$ cat src/rtl/local_mean_threshold.sv
// Adaptive-threshold front end: for every pixel, floor of the 3x3 clamped-window mean of the
// grayscale image, written in raster order to the threshold memory at one pixel per 11 clocks.
module local_mean_threshold #(
    parameter int WIDTH_BITS  = 7,
    parameter int HEIGHT_BITS = 7
) (
    input  logic                   clock,
    input  logic                   reset,
    input  logic                   iStart,
    output logic [WIDTH_BITS-1:0]  oImageCol,
    output logic [HEIGHT_BITS-1:0] oImageRow,
    input  logic [7:0]             iImageData,
    output logic [WIDTH_BITS-1:0]  oThresholdCol,
    output logic [HEIGHT_BITS-1:0] oThresholdRow,
    output logic [7:0]             oThresholdData,
    output logic                   oThresholdWren,
    output logic                   busy,
    output logic                   finished
);

    localparam logic [WIDTH_BITS-1:0]  COL_ONE = 1;
    localparam logic [WIDTH_BITS-1:0]  COL_MAX = '1;
    localparam logic [HEIGHT_BITS-1:0] ROW_ONE = 1;
    localparam logic [HEIGHT_BITS-1:0] ROW_MAX = '1;

    typedef enum logic [2:0] {
        S_IDLE,
        S_READ,
        S_LAST,
        S_WRITE,
        S_DONE
    } state_t;

    state_t                  r_state;
    state_t                  w_next_state;
    logic [WIDTH_BITS-1:0]   r_x;
    logic [HEIGHT_BITS-1:0]  r_y;
    logic [1:0]              r_dx;        // 0,1,2 encode dx = -1,0,+1
    logic [1:0]              r_dy;
    logic [11:0]             r_acc;
    logic                    r_busy;
    logic                    r_finished;

    logic [WIDTH_BITS-1:0]   w_tap_col;
    logic [HEIGHT_BITS-1:0]  w_tap_row;
    logic                    w_start;
    logic                    w_first_tap;
    logic                    w_last_tap;
    logic                    w_last_pixel;
    logic [23:0]             w_prod;
    logic [7:0]              w_quot;

    assign w_start      = iStart && !r_busy && (r_state == S_IDLE || r_state == S_DONE);
    assign w_first_tap  = (r_dx == 2'd0) && (r_dy == 2'd0);
    assign w_last_tap   = (r_dx == 2'd2) && (r_dy == 2'd2);
    assign w_last_pixel = (r_x == COL_MAX) && (r_y == ROW_MAX);

    // acc*7282>>16 equals floor(acc/9) for every acc up to 9*255.
    assign w_prod = {12'd0, r_acc} * 24'd7282;
    assign w_quot = 8'(w_prod >> 16);

    // Window taps clamp to the image border instead of reading outside it.
    always_comb begin
        w_tap_col = r_x;
        w_tap_row = r_y;
        if (r_dx == 2'd0 && r_x != '0)
            w_tap_col = r_x - COL_ONE;
        else if (r_dx == 2'd2 && r_x != COL_MAX)
            w_tap_col = r_x + COL_ONE;
        if (r_dy == 2'd0 && r_y != '0)
            w_tap_row = r_y - ROW_ONE;
        else if (r_dy == 2'd2 && r_y != ROW_MAX)
            w_tap_row = r_y + ROW_ONE;
    end

    always_ff @(posedge clock) begin
        if (reset)
            r_state <= S_IDLE;
        else
            r_state <= w_next_state;
    end

    // NOTE: every output of this block gets a default first so no path infers a latch.
    always_comb begin
        w_next_state   = r_state;
        oImageCol      = '0;
        oImageRow      = '0;
        oThresholdCol  = '0;
        oThresholdRow  = '0;
        oThresholdData = '0;
        oThresholdWren = 1'b0;
        case (r_state)
            S_IDLE, S_DONE: begin
                if (w_start)
                    w_next_state = S_READ;
            end
            S_READ: begin
                oImageCol = w_tap_col;
                oImageRow = w_tap_row;
                if (w_last_tap)
                    w_next_state = S_LAST;
            end
            S_LAST: begin
                w_next_state = S_WRITE;
            end
            S_WRITE: begin
                oThresholdWren = 1'b1;
                oThresholdCol  = r_x;
                oThresholdRow  = r_y;
                oThresholdData = w_quot;
                w_next_state   = w_last_pixel ? S_DONE : S_READ;
            end
            default: w_next_state = S_IDLE;
        endcase
    end

    // NOTE: sequential state uses non-blocking assignments so all registers update together.
    always_ff @(posedge clock) begin
        if (reset) begin
            r_x        <= '0;
            r_y        <= '0;
            r_dx       <= '0;
            r_dy       <= '0;
            r_acc      <= '0;
            r_busy     <= 1'b0;
            r_finished <= 1'b0;
        end else begin
            case (r_state)
                S_IDLE, S_DONE: begin
                    if (w_start) begin
                        r_busy     <= 1'b1;
                        r_finished <= 1'b0;
                        r_x        <= '0;
                        r_y        <= '0;
                        r_dx       <= '0;
                        r_dy       <= '0;
                        r_acc      <= '0;
                    end else if (r_state == S_DONE && r_busy) begin
                        // One retire cycle after the final write before reporting completion.
                        r_busy     <= 1'b0;
                        r_finished <= 1'b1;
                    end
                end
                S_READ: begin
                    if (!w_first_tap)
                        r_acc <= r_acc + {4'd0, iImageData};
                    if (w_last_tap) begin
                        r_dx <= '0;
                        r_dy <= '0;
                    end else if (r_dx == 2'd2) begin
                        r_dx <= '0;
                        r_dy <= r_dy + 2'd1;
                    end else begin
                        r_dx <= r_dx + 2'd1;
                    end
                end
                S_LAST: begin
                    r_acc <= r_acc + {4'd0, iImageData};
                end
                S_WRITE: begin
                    r_acc <= '0;
                    if (r_x == COL_MAX) begin
                        r_x <= '0;
                        r_y <= r_y + ROW_ONE;
                    end else begin
                        r_x <= r_x + COL_ONE;
                    end
                end
                default: ;
            endcase
        end
    end

    assign busy     = r_busy;
    assign finished = r_finished;

endmodule

$ cat config.mk
export PLATFORM = sky130hd
export DESIGN_NAME = local_mean_threshold
export DESIGN_NICKNAME = d
export VERILOG_FILES = /design/src/rtl/local_mean_threshold.sv
export SDC_FILE = /design/constraint.sdc
export NUM_CORES = 1
export LEC_CHECK = 0
export ABC_AREA = 1
export CAP_MARGIN = 25
export CORE_MARGIN = 2
export CORE_UTILIZATION = 55
export DETAILED_ROUTE_END_ITERATION = 12
export DONT_BUFFER_PORTS = 1
export PLACE_DENSITY = 0.81
export SYNTH_ARGS = -nofsm -noshare
export SYNTH_HDL_FRONTEND = slang
export SYNTH_SLANG_ARGS = --single-unit
$ cat constraint.sdc
create_clock -name clock -period 9.1 [get_ports clock]
set_input_delay 2.275 -clock clock [delete_from_list [all_inputs] [get_ports clock]]
set_output_delay 2.275 -clock clock [all_outputs]
set_load 0.05 [all_outputs]
[Word level (Yosys, flattened, before mapping)]
Index checks and enable logic that the tools add are counted.
Storage, ports and cells
  flip-flop bits (word level): 35
  bits of input ports: 11
  word-level logic and storage cells: 93
Operators by class
  $add $sub $neg: 7
  multipliers: 1
  equal/unequal tests: 15
  multiplexer cells: 33
  reduce and logical (&&, ||, !) cells: 29
Operators by type and width (number)
  $mux W7: 11
  $pmux W12 S4: 1
  $pmux W7 S2: 2
  $mux W12: 2
  $mul A12 B12 Y23 const B: 1
  $add A7 B1 Y7 const B: 2
  $eq A7 B7 Y1 const B: 2
  $ne A7 B7 Y1 const B: 2
  $reduce_bool A7 Y1: 2
  $sub A7 B1 Y7 const B: 2
  $add A12 B8 Y12: 1
  $pmux W3 S4: 1
  $logic_and A1 B1 Y1: 10
  $mux W2: 5
  $mux W3: 3
  $reduce_and A3 Y1: 3
  $mux W8: 1
  $ne A2 B2 Y1 const B: 4
  $pmux W2 S2: 2
  $reduce_and A2 Y1: 4
  $eq A3 B2 Y1 const B: 2
  $reduce_bool A2 Y1: 3
  $mux W1: 5
  $add A2 B1 Y2 const B: 2
  other kinds (10): 12

[Depth between registers and ports, before layout]
  depth in word-level cells: 5
  gate-level depth with buffers: 21
  mapped depth without buffers: 21

[Least setup slack after synthesis]
OpenSTA, ideal clock, no wires.
  path kind: register -> output
  from: register r_acc[9]
  to: output oThresholdData[7]
  arrival time: 4.736 ns
  required time: 6.825 ns
  setup slack: 2.089 ns
  cell stages (with the launch flop): 22
  cell sequence: dfxtp_1 > inv_1 > fa_1 > inv_1 > ha_1 > inv_1 > fa_1 > inv_1 > fa_1 > inv_1 > fa_1 > inv_1 > ha_1 > nand2_1 > inv_1 > a21boi_0 > nand2_1 > nand2_1 > nand3_1 > nand2_1 > nand2_1 > nor2_1
Between the ends
  longest elaborated chain between the ends: 2
Ends and longest elaborated chain
  from (decl): line 40  | logic [11:0] r_acc;
  from (signal assigned): line 146  | r_acc <= r_acc + {4'd0, iImageData};
  from (signal assigned): line 158  | r_acc <= r_acc + {4'd0, iImageData};
  $mul A12 B12 Y23: line 59  | assign w_prod = {12'd0, r_acc} * 24'd7282;
  $mux W8: line 92  | case (r_state)
  to (decl): line 15  | output logic [7:0] oThresholdData,
Every way passes these cells.

[Final worst setup path]
Ends and elaborated chain as after synthesis.

==> impl_metrics.toml <==
[outcome]
outcome = "completed"

[global_routing]
global_route.overflow_total = 0
grtUsageMet1_pct = 29.85
maximum_number_of_pins_on_one_net_before_global_route_repair = 28
grt_pass1_wl_mm = 19.88
met2_usage_pct = 44.91
gr-usage-met3_pct = 2.319
gr-usage-all-layers_pct = 24.29
antenna_found_initial = 0
top_usage_layer = "met2"
first_global_vias = 4520

[place]
place_hpwl_mm = 9.626
place_worst_setup_slack_ns = 1.757
io_buffers = 0
place.detailed.instances = 811
gp_congestion = 0.9013

[job]
max_capacitance_violation_count = 0

[clock_tree]
cts.htree.levels = 2
cts_hold_buf = 0
postCtsSetupBuffers = 0
post_cts_resized = 0
cts.path.max_buffers = 2
tritoncts = "done"
cts.sink_count = 35
cts.reportedPaths.clkPinSlew_ns = 0.08
insertion_delay_ns = 0.30
total_cts_buffers = 5
clock-root-buffer = "sky130_fd_sc_hd__clkbuf_8"

[floorplanning]
chipWidth_um = 99.76
die_area_mm2 = 0.009952
die_h_um = 99.76
coreArea_mm2 = 0.008806
rows = 34
start_util_pct = 57.27
design.portCount = 50

[setup_path]
setup.worst_path.class = "flip-flop to primary output"
critical_path.max_fanout = 8
crit_path_start_kind = "flip-flop"
worst-endpoint-arrival_ns = 5.42
end_kind = "primary output"
worst-endpoint-required_ns = 6.83

[power_and_ir_drop]
power_density_mw_per_mm2 = 177.6
ir_drop_mv = 0.1634
power.leakage_nw = 2.802

[timing]
max_clock_freq_ghz = 0.1300
final_min_period_over_clock_period_pct = 84.51
fin_tns_setup_ns = 0
timing.final.ws_setup_ns = 1.410
fin_hold_ws_ns = 0.4952
layout_min_cycle_time_ns = 7.690
timing_worst_slew_pin_value_ns = 1.100
timing.final.max_slew_violations = 0
fin_skew_ns = 0.01161
finish_stage_setup_viols = 0
unrepaired_setup_endpoints_after_global_routing = "no"
timing.final.hold_violations = 0
slew_headroom_pct = 26.88

[synthesis]
seq_area_frac_synth_pct = 13.89
yosysTopAreaCellShare_pct = 20.34
synth.cell_area_mm2 = 0.005044
synth-edff-count = 0
netlist_top_cells_area = "sky130_fd_sc_hd__ha_1 20%, sky130_fd_sc_hd__dfxtp_1 14%, sky130_fd_sc_hd__fa_1 12%"
number_of_synthesis_warnings = 0
yosys.cell_types.count = 44
async_flop_share_pct = 0
mean_syn_cell_area_um2 = 7.064
synth_fp_nets = 837
postSynthRegisterBits = 35
synth.largest_area_cell = "sky130_fd_sc_hd__ha_1"
synthCells = 714
synth_top_flop_cell = "sky130_fd_sc_hd__dfxtp_1"

[layout]
layout.cells.most_common = "sky130_fd_sc_hd__nand2_1"
area_delta_synth_final_pct = 3.225
final-instance-count-excl-fill = 819
layout_cells_sized_above_1_pct = 6.048
n_antenna_cell = 0
design.final.nets = 833
layout_common_cells = "130 x sky130_fd_sc_hd__nand2_1, 119 x sky130_fd_sc_hd__inv_1, 82 x sky130_fd_sc_hd__ha_1"

[detailed_routing]
drc_errors = 0
first_iter_violations = 218
postRouteAntennaNets = 0
wl_per_cell_um = 14.23
routed-via-count = 4578
drt_first_pass_iters = 5
routed_wirelength_mm = 11.66
detail_route.vias_per_cell = 5.590

[worst_hold_path]
hold_class = "flip-flop to flip-flop"
[cell usage after synthesis (2+ instances only)]
master	n
sky130_fd_sc_hd__a21boi_0	3
sky130_fd_sc_hd__clkbuf_1	4
sky130_fd_sc_hd__o21bai_1	7
sky130_fd_sc_hd__nand3_2	2
sky130_fd_sc_hd__a21o_1	4
sky130_fd_sc_hd__nand4_1	7
sky130_fd_sc_hd__nand2_2	3
sky130_fd_sc_hd__o21ai_1	2
sky130_fd_sc_hd__buf_2	3
sky130_fd_sc_hd__dfxtp_1	35
sky130_fd_sc_hd__nor3_2	3
sky130_fd_sc_hd__fa_1	30
sky130_fd_sc_hd__a211oi_2	3
sky130_fd_sc_hd__o21ai_0	23
sky130_fd_sc_hd__nand3_1	33
sky130_fd_sc_hd__a21oi_1	66
sky130_fd_sc_hd__nor2_1	72
sky130_fd_sc_hd__nand2_4	2
sky130_fd_sc_hd__nand2_1	130
sky130_fd_sc_hd__a31oi_1	4
sky130_fd_sc_hd__ha_1	82
sky130_fd_sc_hd__xnor2_1	3
sky130_fd_sc_hd__inv_1	119
sky130_fd_sc_hd__buf_6	3
sky130_fd_sc_hd__o21ai_2	3
sky130_fd_sc_hd__o211ai_1	9
sky130_fd_sc_hd__nor3_1	14
sky130_fd_sc_hd__inv_2	8
sky130_fd_sc_hd__nor2_2	5
sky130_fd_sc_hd__xor2_1	18
[per-layer routing]
metal / part of all wire [%] / wire, um
met4: 1.9 / 223
met5: 0 / 0
met2: 51 / 5894
met1: 43 / 5042
met3: 4.3 / 497
[critical path, cell delays in order (launching register included)]
cell and delay, ns:
sky130_fd_sc_hd__dfxtp_1 0.53, sky130_fd_sc_hd__inv_1 0.15, sky130_fd_sc_hd__fa_1 0.50, sky130_fd_sc_hd__inv_1 0.04
sky130_fd_sc_hd__ha_1 0.29, sky130_fd_sc_hd__inv_1 0.06, sky130_fd_sc_hd__fa_1 0.53, sky130_fd_sc_hd__inv_1 0.05
sky130_fd_sc_hd__fa_1 0.49, sky130_fd_sc_hd__inv_1 0.05, sky130_fd_sc_hd__fa_1 0.52, sky130_fd_sc_hd__inv_1 0.04
sky130_fd_sc_hd__ha_1 0.32, sky130_fd_sc_hd__nand2_1 0.13, sky130_fd_sc_hd__inv_1 0.05, sky130_fd_sc_hd__a21boi_0 0.23
sky130_fd_sc_hd__nand2_1 0.09, sky130_fd_sc_hd__nand2_1 0.06, sky130_fd_sc_hd__nand3_1 0.10, sky130_fd_sc_hd__nand2_1 0.08
sky130_fd_sc_hd__nand2_1 0.04, sky130_fd_sc_hd__nor2_1 0.75
[flip-flops by register name (all words and copies together), names as in the netlist]
register / cells
r_dx: 2
r_x: 7
r_y: 7
r_acc: 12
r_state: 3
busy: 1
finished: 1
r_dy: 2
[stage by stage]
step	power, W	cell area, um^2	util (%)
after CTS	0.0009224	5206	59.12
after detailed placement	0.0008020	5117	58.11
after floorplan	0.0006874	5044	-
final	0.0009247	5206	59.12
after global routing	0.001012	5206	59.12
after global placement	0.0007831	5117	58.11
[report_power, final]
group	switching, W	internal (W)	total [W]
Clock	0.0000626	0.0000533	0.000116
Sequential	0.0000324	0.000173	0.000206
Combinational	0.000406	0.000197	0.000603
[kinds of logic (layout without fill, tap and decap cells)]
| logic type | after synthesis | count (layout) | synth area share (%) |
|---|---|---|---|
| AOI/OAI and AO/OA | 131 | 131 | 15.53 |
| and+or+nand+nor | 276 | 276 | 23.74 |
| adders and majority gates | 112 | 112 | 32.25 |
| DFF | 35 | 35 | 13.89 |
| xor gates and xnor gates | 21 | 21 | 3.647 |
| buffers and inverters | 139 | 136 | 10.94 |
[worst paths after layout]
path | from | endpoint | slack, ns | cells after the start
worst min-delay path | r_state[2]$_SDFFE_PP0P_ | r_state[2]$_SDFFE_PP0P_ | 0.50 | 2
worst min register to register | r_state[2]$_SDFFE_PP0P_ | r_state[2]$_SDFFE_PP0P_ | 0.50 | 2
worst max-delay path | r_acc[9]$_SDFFE_PP0P_ | oThresholdData[7] | 1.41 | 21
worst max register to register | r_state[2]$_SDFFE_PP0P_ | r_y[5]$_SDFFE_PP0P_ | 6.69 | 7
[cell type report]
cell class	count	area (um^2)
tap	108	135.1
clock inverter	3	20.02
multi-input combinational	540	3801
fill	809	3600
inverter	128	480.5
clock buffer	5	68.82
sequential	35	700.7
Power figures use the tool's default switching activity.
